## src/rtl/opp_state_rx_if.sv

```systemverilog
// Opponent-state RX byte stream: one byte per rx_valid cycle, rx_last marks the packet end.
interface opp_state_rx_if;
    logic       rx_valid;
    logic [7:0] rx_data;
    logic       rx_last;

    modport master (output rx_valid, output rx_data, output rx_last);
    modport slave  (input  rx_valid, input  rx_data, input  rx_last);
endinterface

```

## src/rtl/opp_state_rx.sv

```systemverilog
// Opponent-state packet parser: validates 9-byte packets, stages the last good one and
// publishes it on frame_tick. Optional link-loss timeout under macro OPP_RX_TIMEOUT_EN.
module opp_state_rx #(
    parameter logic [7:0]  HEADER = 8'hA5,
    parameter logic [10:0] RST_X  = 11'd256,
    parameter logic [10:0] RST_Y  = 11'd100,
    parameter int unsigned TIMEOUT_FRAMES = 120
) (
    input  logic           clk,
    input  logic           rst_n,
    opp_state_rx_if.slave  rx,
    input  logic           frame_tick,
    output logic [10:0]    r_opp_x,
    output logic [10:0]    r_opp_y,
    output logic [8:0]     r_opp_dir,
    output logic [2:0]     r_opp_game,
    output logic           r_opp_rst,
    output logic           opp_valid,
    output logic [7:0]     pkt_ok_cnt,
    output logic [7:0]     pkt_err_cnt
);
    typedef enum logic [1:0] {IDLE, BODY, DRAIN} state_t;

    state_t      state_q, state_d;
    logic [3:0]  idx_q, idx_d;
    logic [7:0]  xor_q, xor_d;
    logic [10:0] cap_x_q, cap_x_d, cap_y_q, cap_y_d;
    logic [8:0]  cap_dir_q, cap_dir_d;
    logic [3:0]  cap_flg_q, cap_flg_d;
    logic        good_d, good_q, err_d, err_q;

    logic [10:0] stg_x_q, stg_y_q;
    logic [8:0]  stg_dir_q;
    logic [3:0]  stg_flg_q;
    logic        new_q;
    logic        publish;

    always_comb begin
        state_d   = state_q;
        idx_d     = idx_q;
        xor_d     = xor_q;
        cap_x_d   = cap_x_q;
        cap_y_d   = cap_y_q;
        cap_dir_d = cap_dir_q;
        cap_flg_d = cap_flg_q;
        good_d    = 1'b0;
        err_d     = 1'b0;
        if (rx.rx_valid) begin
            case (state_q)
                IDLE: begin
                    if (rx.rx_data == HEADER && !rx.rx_last) begin
                        state_d = BODY;
                        idx_d   = 4'd1;
                        xor_d   = HEADER;
                    end
                end
                BODY: begin
                    if (idx_q == 4'd8) begin
                        // Checksum byte: decide the packet on this same cycle
                        if (rx.rx_last) begin
                            state_d = IDLE;
                            if (rx.rx_data == xor_q && cap_dir_q < 9'd360) good_d = 1'b1;
                            else                                           err_d  = 1'b1;
                        end else begin
                            state_d = DRAIN;
                            err_d   = 1'b1;
                        end
                    end else begin
                        case (idx_q)
                            4'd1:    cap_x_d[10:8]  = rx.rx_data[2:0];
                            4'd2:    cap_x_d[7:0]   = rx.rx_data;
                            4'd3:    cap_y_d[10:8]  = rx.rx_data[2:0];
                            4'd4:    cap_y_d[7:0]   = rx.rx_data;
                            4'd5:    cap_dir_d[8]   = rx.rx_data[0];
                            4'd6:    cap_dir_d[7:0] = rx.rx_data;
                            default: cap_flg_d      = rx.rx_data[3:0];
                        endcase
                        xor_d = xor_q ^ rx.rx_data;
                        idx_d = idx_q + 4'd1;
                        if (rx.rx_last) begin
                            state_d = IDLE;
                            err_d   = 1'b1;
                        end
                    end
                end
                DRAIN: begin
                    if (rx.rx_last) state_d = IDLE;
                end
                default: state_d = IDLE;
            endcase
        end
    end

    always_ff @(posedge clk) begin
        if (!rst_n) begin
            state_q   <= IDLE;
            idx_q     <= 4'd0;
            xor_q     <= 8'd0;
            cap_x_q   <= 11'd0;
            cap_y_q   <= 11'd0;
            cap_dir_q <= 9'd0;
            cap_flg_q <= 4'd0;
            good_q    <= 1'b0;
            err_q     <= 1'b0;
        end else begin
            state_q   <= state_d;
            idx_q     <= idx_d;
            xor_q     <= xor_d;
            cap_x_q   <= cap_x_d;
            cap_y_q   <= cap_y_d;
            cap_dir_q <= cap_dir_d;
            cap_flg_q <= cap_flg_d;
            good_q    <= good_d;
            err_q     <= err_d;
        end
    end

    // A tick coinciding with a staging write publishes the previous staging contents
    assign publish = frame_tick && new_q;

    always_ff @(posedge clk) begin
        if (!rst_n) begin
            stg_x_q     <= RST_X;
            stg_y_q     <= RST_Y;
            stg_dir_q   <= 9'd0;
            stg_flg_q   <= 4'd0;
            new_q       <= 1'b0;
            r_opp_x     <= RST_X;
            r_opp_y     <= RST_Y;
            r_opp_dir   <= 9'd0;
            r_opp_game  <= 3'd0;
            r_opp_rst   <= 1'b0;
            pkt_ok_cnt  <= 8'd0;
            pkt_err_cnt <= 8'd0;
        end else begin
            if (good_q) begin
                stg_x_q   <= cap_x_q;
                stg_y_q   <= cap_y_q;
                stg_dir_q <= cap_dir_q;
                stg_flg_q <= cap_flg_q;
            end
            if (good_q)         new_q <= 1'b1;
            else if (publish)   new_q <= 1'b0;
            if (publish) begin
                r_opp_x    <= stg_x_q;
                r_opp_y    <= stg_y_q;
                r_opp_dir  <= stg_dir_q;
                r_opp_game <= stg_flg_q[2:0];
                r_opp_rst  <= stg_flg_q[3];
            end
            if (good_q && pkt_ok_cnt != 8'hFF)  pkt_ok_cnt  <= pkt_ok_cnt + 8'd1;
            if (err_q && pkt_err_cnt != 8'hFF)  pkt_err_cnt <= pkt_err_cnt + 8'd1;
        end
    end

`ifdef OPP_RX_TIMEOUT_EN
    localparam int unsigned CW = $clog2(TIMEOUT_FRAMES + 1);
    localparam logic [CW-1:0] TO_LIM = CW'(TIMEOUT_FRAMES);
    logic [CW-1:0] tmo_cnt_q;

    always_ff @(posedge clk) begin
        if (!rst_n) begin
            tmo_cnt_q <= '0;
            opp_valid <= 1'b0;
        end else if (publish) begin
            tmo_cnt_q <= '0;
            opp_valid <= 1'b1;
        end else if (frame_tick && tmo_cnt_q != TO_LIM) begin
            tmo_cnt_q <= tmo_cnt_q + 1'b1;
            if (tmo_cnt_q == TO_LIM - 1'b1) opp_valid <= 1'b0;
        end
    end
`else
    always_ff @(posedge clk) begin
        if (!rst_n)       opp_valid <= 1'b0;
        else if (publish) opp_valid <= 1'b1;
    end
`endif
endmodule

```

## src/flat_wrapper.sv

```systemverilog
// flat-port wrapper written by rule: the top's interface ports become plain ports
module opp_state_rx_flat 
#(
    parameter logic [7:0]  HEADER = 8'hA5,
    parameter logic [10:0] RST_X  = 11'd256,
    parameter logic [10:0] RST_Y  = 11'd100,
    parameter int unsigned TIMEOUT_FRAMES = 120
)
  (clk, rst_n, frame_tick, r_opp_x, r_opp_y, r_opp_dir, r_opp_game, r_opp_rst, opp_valid, pkt_ok_cnt, pkt_err_cnt, rx_rx_valid, rx_rx_data, rx_rx_last);
  opp_state_rx_if rx_i ();
  input  logic clk;
  input  logic rst_n;
  input  logic frame_tick;
  output logic [10:0] r_opp_x;
  output logic [10:0] r_opp_y;
  output logic [8:0] r_opp_dir;
  output logic [2:0] r_opp_game;
  output logic r_opp_rst;
  output logic opp_valid;
  output logic [7:0] pkt_ok_cnt;
  output logic [7:0] pkt_err_cnt;
  input wire logic [$bits(rx_i.rx_valid)-1:0] rx_rx_valid;
  input wire logic [$bits(rx_i.rx_data)-1:0] rx_rx_data;
  input wire logic [$bits(rx_i.rx_last)-1:0] rx_rx_last;
  assign rx_i.rx_valid = rx_rx_valid;
  assign rx_i.rx_data = rx_rx_data;
  assign rx_i.rx_last = rx_rx_last;
  opp_state_rx #(.HEADER(HEADER), .RST_X(RST_X), .RST_Y(RST_Y), .TIMEOUT_FRAMES(TIMEOUT_FRAMES)) u_core (.clk(clk), .rst_n(rst_n), .rx(rx_i), .frame_tick(frame_tick), .r_opp_x(r_opp_x), .r_opp_y(r_opp_y), .r_opp_dir(r_opp_dir), .r_opp_game(r_opp_game), .r_opp_rst(r_opp_rst), .opp_valid(opp_valid), .pkt_ok_cnt(pkt_ok_cnt), .pkt_err_cnt(pkt_err_cnt));
endmodule
```

## config.mk

```make
export PLATFORM = sky130hd
export DESIGN_NAME = opp_state_rx_flat
export DESIGN_NICKNAME = d
export VERILOG_FILES = /design/src/rtl/opp_state_rx_if.sv /design/src/rtl/opp_state_rx.sv /design/src/flat_wrapper.sv
export SDC_FILE = /design/constraint.sdc
export NUM_CORES = 1
export LEC_CHECK = 0
export ABC_AREA = 1
export CAP_MARGIN = 20
export CORE_MARGIN = 4
export CORE_UTILIZATION = 33
export CTS_BUF_LIST = sky130_fd_sc_hd__clkbuf_16
export DETAILED_ROUTE_END_ITERATION = 6
export HOLD_SLACK_MARGIN = 0.08
export SLEW_MARGIN = 20
export SYNTH_ARGS = -nofsm -noshare
export SYNTH_HDL_FRONTEND = slang
export SYNTH_SLANG_ARGS = --single-unit
```

## constraint.sdc

```tcl
create_clock -name clk -period 3.6 [get_ports clk]
set_input_delay 0.72 -clock clk [delete_from_list [all_inputs] [get_ports clk]]
set_output_delay 0.72 -clock clk [all_outputs]
set_load 0.03 [all_outputs]
```

==> results_dict.tcl <==
set metrics [dict create \
    core_sq_mm 0.0165 \
    areaGrowthSynthToFinish_pct 25.4 \
    dr.pass1.iters 4 \
    cts_hold_buf 0 \
    wl_per_cell_um 11.8 \
    grt_max_degree 54 \
    die_w_um 138 \
    grt_pass1_vias 4154 \
    status "finished clean" \
    multiInputGateArea_sq_mm 0.00239 \
    critPathMaxFanout 5 \
    post-route-period-util_pct 62.1 \
    final_antenna_net_count 0 \
    grt_use_met1_pct 19.2 \
    crit_chain "clkdlybuf4s50_1" \
    grt_pass1_wl_um 20400 \
    use_met2_pct 19.5 \
    antenna_cells 0 \
    ys_warn_count 0 \
    placed_cells 998 \
    regArea_sq_mm 0.00278 \
    busiest_layer "met2" \
    grt_overflow 0 \
    cts.sinks 139 \
    htreeDepth 4 \
    power_mw 3.56 \
    cts_tree "yes" \
    slowest_stage "clkdlybuf4s50_1" \
    p_per_area_mw_per_mm2 512 \
    synth_seq_cells 139 \
    antenna_found_initial 0 \
    die_h_um 138 \
    critPathLaunchType "flip-flop" \
    met3_usage_pct 3.69 \
    crit_arrival_ps 1520 \
    syn_inst 742 \
    critical-path-max-stage-delay_ps 700 \
    cap_violations 0 \
    syn-num-nets 761 \
    cp_data_required_time_ps 2880 \
    drt-total-wl_um 12100 \
    clock_path_buffers 2 \
    drcViolationCount 0 \
    whs_ps 456 \
    cts_buffers 17 \
    setup_violations 0 \
    dpl_cell_area_sq_mm 0.00634 \
    drive_gt1_share_pct 6.55 \
    synth_cell_types 31 \
    ir_drop_mv 0.368 \
    slew_headroom_pct 67.9 \
    num_vias 4653 \
    avgSynthCellArea_sq_um 7.47 \
    nets 816 \
    crit_family "buffers and inverters" \
    path_buf_inv 1 \
    finalWeightedCongestion 0.785 \
    syn-cell-area_sq_mm 0.00554 \
    cts_setup_buffers 0 \
    fillCellCount 1694 \
    grt_usage_pct 13.5 \
    p_leak_nw 2.93 \
    cts_root_buf "clkbuf_16" \
    via_per_inst 4.52 \
    fp-row-count 47 \
    clk_latency_ps 410 \
    worstSetupEndpointType "output port" \
    final_common_cell "nor2_1" \
    worstSetupPathType "reg -> out" \
    hpwl_um 8370 \
    regToRegSetupSlack_ps 1890 \
    cts-resized-gates 0 \
    finalCriticalPeriod_ps 2240 \
    dieArea_sq_mm 0.0189 \
    synth-seq-area-share_pct 50.2 \
    fin_skew_ps 10.3 \
    final_area_sq_mm 0.00695 \
    slew_violations 0 \
    drt_iter0_drc 224 \
    tightest_slew_ps 481 \
    final_hold_viol_count 0 \
    layout_common_cells "209 x nor2_1, 139 x dfxtp_1, 94 x nand2_1, 93 x o21ai_0, 63 x clkdlybuf4s50_1" \
    start_util_pct 33.5 \
    rsz0062_at_grt "false" \
    finalSetupTns_ps 0 \
    fin_cells 1029 \
    cts.clk_slew.worst_paths_ps 60 \
    max_freq_mhz 447 \
    ios 65 \
    hold_class "reg -> reg" \
    port_buffers 64 \
]
==> report_power, final <==
group	total, mW	switching [mW]	internal, mW
combinational	0.182	0.121	0.0609
sequential	1.57	0.0159	1.56
clock	1.80	0.602	1.20
==> registers in the layout, indices dropped and copies added, names as in the netlist, 2 cells and up <==
signal,cells
u_core.cap_dir_q,9
u_core.cap_flg_q,4
u_core.cap_x_q,11
u_core.cap_y_q,11
u_core.idx_q,4
u_core.pkt_err_cnt,8
u_core.pkt_ok_cnt,8
u_core.r_opp_dir,9
u_core.r_opp_game,3
u_core.r_opp_x,11
u_core.r_opp_y,11
u_core.state_q,2
u_core.stg_dir_q,9
u_core.stg_flg_q,4
u_core.stg_x_q,11
u_core.stg_y_q,11
u_core.xor_q,8
==> layout make-up <==
class                   instances  area share [%]
clock buffers                  17            6.12
clock inverters                14            2.68
inverters                      52            2.81
multi-input cells             516            34.5
flip-flops and latches        139            40.1
well taps                     220            3.96
repair buffers                 71            9.90
==> cell families after synthesis <==
family,share of synthesized area [%]
AO/OA/AOI/OAI,13.1
XOR/XNOR,2.69
buffers and inverters,6.55
adder cells (fa/ha/maj),1.35
flip-flops,50.2
AND/OR/NAND/NOR,26.1
==> per-stage QoR <==
step / utilization, % / worst slack [ps]
floorplan: - / 1890
global placement: 38.3 / 1190
detailed placement: 38.3 / 1140
CTS: 42.0 / 1320
global route: 42.0 / 1280
finish: 42.0 / 1360
==> metal layers <==
layer  vias up  share of wire (%)
met1      2090                 50
met2        78                 43
li1       2468                  -
met3        17                4.5
met5         -                  0
met4         0                1.7
==> cell usage after synthesis (all sizes together) <==
| cell type | instances | area share, % |
|---|---|---|
| clkinv | 2 | 0.14 |
| xor2 | 14 | 2.2 |
| ha | 6 | 1.4 |
| and2 | 1 | 0.11 |
| nor3 | 3 | 0.36 |
| inv | 50 | 3.4 |
| and3 | 1 | 0.11 |
| dfxtp | 139 | 50 |
| nand4 | 8 | 0.90 |
| o21ai | 104 | 9.4 |
| nor2 | 214 | 15 |
| xnor2 | 3 | 0.47 |
| clkbuf | 23 | 1.6 |
| nand3 | 22 | 2.3 |
| a31oi | 1 | 0.11 |
| nand2 | 99 | 7.1 |
| a21oi | 40 | 3.6 |
| buf | 12 | 1.5 |
==> final timing paths <==
check	from	to	depth (start not counted)
max	u_core.pkt_ok_cnt[2]	pkt_ok_cnt[2]	1
min	u_core.stg_y_q[5]	u_core.stg_y_q[5]	2
max reg2reg	u_core.good_q	u_core.stg_x_q[0]	5
min reg2reg	u_core.stg_y_q[5]	u_core.stg_y_q[5]	2
(Power assumes the default switching activity.)
